==> src/rtl/fifo_write_arbiter.sv <==
// fifo_write_arbiter
//   Shares one FIFO write port between N producers. Round-robin arbitration with a per-grant
//   burst quantum: a grant holds until the owner drops req or BURST beats have been written.
//   On release the next owner is picked in the same cycle, so there is no idle gap.
// Ports
//   clk          clock, all state on posedge
//   rst          synchronous reset, active-low
//   req          per-requester "word available" flags
//   data_in      requester i data at [i*W +: W]
//   buffer_full  FIFO full; no write while high
//   grant        registered one-hot owner, zero when idle
//   active_id    owner index, valid while busy
//   busy         a grant is held
//   data_1       FIFO write data (owner slice), zero when idle or in reset
//   data_1_en    FIFO write strobe
//   beat_ack     one-hot: requester's word consumed this cycle
module fifo_write_arbiter #(
  parameter int unsigned N     = 4,
  parameter int unsigned W     = 16,
  parameter int unsigned IDW   = 2,
  parameter int unsigned BURST = 4
) (
  input  logic             clk,
  input  logic             rst,
  input  logic [N-1:0]     req,
  input  logic [N*W-1:0]   data_in,
  input  logic             buffer_full,
  output logic [N-1:0]     grant,
  output logic [IDW-1:0]   active_id,
  output logic             busy,
  output logic [W-1:0]     data_1,
  output logic             data_1_en,
  output logic [N-1:0]     beat_ack
);

  localparam logic [0:0] StIdle = 1'b0;
  localparam logic [0:0] StOwn  = 1'b1;

  logic [0:0]     state_q, state_d;
  logic [N-1:0]   grant_q, grant_d;
  logic [IDW-1:0] owner_q, owner_d;
  logic [IDW-1:0] last_q, last_d;
  logic [7:0]     beat_cnt_q, beat_cnt_d;

  logic           own;
  logic           owner_req;
  logic           beat;
  logic           rel;
  logic           pick_found;
  logic [IDW-1:0] pick_idx;
  logic [N-1:0]   pick_onehot;

  assign own       = (state_q == StOwn);
  assign owner_req = req[owner_q];
  // Gated by rst so nothing is written in a reset cycle, even mid-burst.
  assign beat      = rst && own && owner_req && !buffer_full;
  assign rel       = (beat && (beat_cnt_q == 8'(BURST - 1))) || (own && !owner_req);

  assign grant     = grant_q;
  assign busy      = own;
  assign active_id = owner_q;
  assign data_1_en = beat;

  always_comb begin
    data_1   = '0;
    beat_ack = '0;
    if (rst && own) begin
      data_1 = data_in[int'(owner_q)*W +: W];
    end
    if (beat) begin
      beat_ack[owner_q] = 1'b1;
    end
  end

  // Round-robin pick: first set req scanning from last+1 with wrap. The owner's own bit is
  // included, so a lone requester is re-granted when its quantum expires; when the owner has
  // dropped req its bit is already zero, so no explicit exclusion is needed.
  always_comb begin : rr_pick
    int unsigned idx;
    pick_found = 1'b0;
    pick_idx   = '0;
    for (int unsigned i = 1; i <= N; i++) begin
      idx = (int'(last_q) + i) % N;
      if (!pick_found && req[idx]) begin
        pick_found = 1'b1;
        pick_idx   = IDW'(idx);
      end
    end
    pick_onehot = '0;
    pick_onehot[pick_idx] = 1'b1;
  end

  always_comb begin
    state_d    = state_q;
    grant_d    = grant_q;
    owner_d    = owner_q;
    last_d     = last_q;
    beat_cnt_d = beat_cnt_q;
    if (!own || rel) begin
      if (pick_found) begin
        state_d    = StOwn;
        grant_d    = pick_onehot;
        owner_d    = pick_idx;
        last_d     = pick_idx;
        beat_cnt_d = '0;
      end else begin
        state_d    = StIdle;
        grant_d    = '0;
        beat_cnt_d = '0;
      end
    end else if (beat) begin
      beat_cnt_d = beat_cnt_q + 8'd1;
    end
  end

  always_ff @(posedge clk) begin
    if (!rst) begin
      state_q    <= StIdle;
      grant_q    <= '0;
      owner_q    <= '0;
      last_q     <= IDW'(N - 1);
      beat_cnt_q <= '0;
    end else begin
      state_q    <= state_d;
      grant_q    <= grant_d;
      owner_q    <= owner_d;
      last_q     <= last_d;
      beat_cnt_q <= beat_cnt_d;
    end
  end

endmodule

==> config.mk <==
export PLATFORM = sky130hd
export DESIGN_NAME = fifo_write_arbiter
export DESIGN_NICKNAME = d
export VERILOG_FILES = /design/src/rtl/fifo_write_arbiter.sv
export SDC_FILE = /design/constraint.sdc
export NUM_CORES = 1
export LEC_CHECK = 0
export ABC_AREA = 1
export BUFFER_PORTS_ARGS = -buffer_cell sky130_fd_sc_hd__buf_4
export CORE_MARGIN = 1.5
export CORE_UTILIZATION = 43
export CTS_CLUSTER_DIAMETER = 120
export DETAILED_ROUTE_END_ITERATION = 12
export GPL_ROUTABILITY_DRIVEN = 0
export PLACE_DENSITY = 0.84
export SLEW_MARGIN = 10
export SYNTH_ARGS = -nofsm -noshare
export SYNTH_HDL_FRONTEND = slang
export SYNTH_SLANG_ARGS = --single-unit
==> constraint.sdc <==
create_clock -name clk -period 1.6 [get_ports clk]
set_input_delay 0.24 -clock clk [delete_from_list [all_inputs] [get_ports clk]]
set_output_delay 0.24 -clock clk [all_outputs]
set_load 0.05 [all_outputs]
==> results.yml <==
status:
  status: "complete, but fails checks"
  violations: "setup timing"
placed_design:
  dpl.cell_count: 391
  place_ws_ns: 0.00169
  port_buffers: 98
  dpl.hpwl_um: 4680
route:
  avgViaCountPerCell: 6.75
  initialDrtViolationCount: 367
  vias: 2707
  wire_per_inst_um: 24.4
  drt-total-wl_um: 9790
  antenna_left: 0
  drcViolationCount: 0
  firstDrtPassIters: 5
cts:
  clkSinkCount: 17
  cts_hold_buf: 0
  htree_levels: 1
  clockBufferDepth: 2
  cts_tree: "yes"
  clk_latency_ns: 0.30
  cts_buffers: 3
  clk_pin_slew_worst_paths_ns: 0.11
  cts_root_buf: "clkbuf_4"
setup_path:
  crit_chain: "inv_6 > nand2_2 > nand2_2 > nand2_2 > nand2_2 > nand3_4 > buf_4 > inv_4 > buf_8"
  critPathSlowestCell: "dfxtp_4"
  rrSetupSlack_ns: -0.22
  worst_setup_path_start_kind: "flop"
  r2r-start: "active_id[0]"
  cp.required_ns: 1.36
  cp.arrival_ns: 1.68
  cp-end-kind: "primary output"
  critPathKind: "flop to primary output"
  reg2reg_to: "beat_cnt_q[4]"
  slowest_delay_ns: 0.40
  path_max_fanout: 6
  r2r_cells: 13
  cp_common_cell: "nand2_2"
die:
  initial_core_util_pct: 45.9
  core-area_sq_um: 3420
  die_h_um: 63.4
  io_pins: 99
  die_w_um: 63.4
  dieArea_sq_um: 4020
  row_count: 21
logic_synthesis:
  synthCells: 238
  synthTopCellsByArea: "dfxtp_1 22%, nand3_1 13%, nand2_1 12%, a22oi_1 7.7%, a31oi_1 6.8%"
  synth_nets: 310
  synth_warnings: 0
  yosysUniqueCellTypes: 32
  synth.avg_cell_area_sq_um: 6.59
  yosysTopAreaCell: "dfxtp_1"
  synth_top_area_share_pct: 21.7
  synth-seq-area-share_pct: 21.7
  ys_seq_elements: 17
  syn-cell-area_sq_um: 1570
timing:
  fin_crit_sh_pct: 120
  maxSlewViolCount: 0
  setup_viol: 36
  clock.fmax_mhz: 522
  skew_ns: 0.00153
  setup_tns_ns: -6.19
  worst_pin_slew_ns: 0.373
  period_minus_slack_ns: 1.92
  rsz0062_at_grt: "true"
  finalWorstSetupSlack_ns: -0.317
  hold_viol_final: 0
  slew_headroom_pct: 75.1
min_path:
  hold_path_class: "input pin to flop"
  hold_path_end: "last_q[0]"
  worstHoldStart: "rst"
  holdPathStages: 2
power_and_ir_drop:
  switching_power_mw: 2.70
  clkPwrFrac_pct: 5.2
  ir_drop_uv: 1480
  switching_share_pct: 57.5
  pwr-share-comb_pct: 81.0
  seqPwrFrac_pct: 13.7
  p_leak_nw: 1.33
  intPower_mw: 2.00
  power.density_nw_per_um2: 1450
layout:
  drive_gt1_share_pct: 67.9
  final_cell_mix: "97 x buf_4, 43 x nand2_1, 25 x nand3_1"
  insertedDiodeCount: 0
  multiInputGateArea_sq_um: 1600
  regArea_sq_um: 354
  fill_cells: 96
  layout_commonest_cell: "buf_4"
  nNetsFinal: 428
  fin_cells: 401
  area_delta_synth_final_pct: 106
global_route:
  grt_pass1_vias: 2297
  antenna_found_initial: 0
  gr-usage-met1_pct: 41.7
  grt_max_degree: 18
  grt_use_total_pct: 34.5
  overflow: 0
  top_usage_layer: "met2"
  grt_pass1_wl_um: 11200
  grt_util_met3_pct: 5.00
  grtUsageMet2_pct: 64.1
flow_run:
  cap_viol_max_count: 0
-- critical path, delay by kind of cell, from the launching register on --
kind | cells | cell delay [ns]
buf+inv | 4 | 0.50
simple gates | 5 | 0.48
flops | 1 | 0.40
-- area by class of cell --
type,instances,share of cell area [%]
flip-flops and latches,17,11.0
inverters,16,2.33
repair buffers,126,34.4
multi-input cells,192,49.7
well taps,46,1.78
clock buffers,4,0.814
-- worst max-delay path by stage --
stage,start,end,slack (ns),cells past startpoint
after CTS,active_id[0],data_1[2],-0.21,6
after floorplan,active_id[0],beat_ack[0],-0.08,7
after detailed placement,active_id[0],beat_ack[0],0.002,8
after global placement,active_id[0],beat_ack[0],0.09,8
final,active_id[0],data_1_en,-0.32,9
after global routing,active_id[0],beat_ack[0],-0.37,8
-- sequential cells by signal, indices dropped and copies added (netlist names) --
name / count
busy: 1
last_q: 2
grant: 4
beat_cnt_q: 8
active_id: 2
-- synthesized netlist by cell type (all sizes together) --
| cell | n |
|---|---|
| nand2 | 70 |
| nand3 | 45 |
| a31oi | 17 |
| dfxtp | 17 |
| a22oi | 16 |
| inv | 16 |
| nor2 | 15 |
| buf | 8 |
| a21oi | 7 |
| nand4 | 6 |
| o21ai | 6 |
| clkbuf | 5 |
| nor3 | 5 |
| nor3b | 2 |
| xnor2 | 2 |
| ha | 1 |
-- repair_timing --
action / CTS / global route
setup buffers: 3 / 3
endpoints found under the setup margin: 26 / 34
cloned: 1 / 0
pin swaps: 1 / 9
hold endpoints to repair: 0 / 0
gates resized for setup: 29 / 45
-- routing by layer --
metal	routed length, um	share of wire, %
met5	0	0
met4	887	9.1
met2	4660	48
met3	1030	11
met1	3220	33
-- power groups by stage --
stage	Clock [mW]	Combinational, mW	Sequential (mW)
finish	0.245	3.80	0.644
global route	0.255	3.90	0.655
CTS	0.224	3.32	0.619
detailed placement	0	3.13	0.629
global placement	0	3.07	0.623
floorplan	0	2.11	0.798
-- cell families after synthesis --
group / after synthesis / share of synthesized area [%]
simple gates: 143 / 48.6
xor+xnor: 2 / 1.12
compound gates: 46 / 19.1
buf+inv: 29 / 8.69
flops: 17 / 21.7
fa+ha+maj: 1 / 0.797
-- per-stage QoR --
stage	hold WS [ns]	power (mW)	cell area (sq um)	utilization, %
floorplan	0.459	2.91	1960	-
global placement	0.440	3.69	2850	83.4
detailed placement	0.452	3.76	2850	83.4
CTS	0.214	4.16	3040	88.9
global route	0.214	4.81	3230	94.5
finish	0.216	4.69	3230	94.5
(Power assumes the default switching activity.)
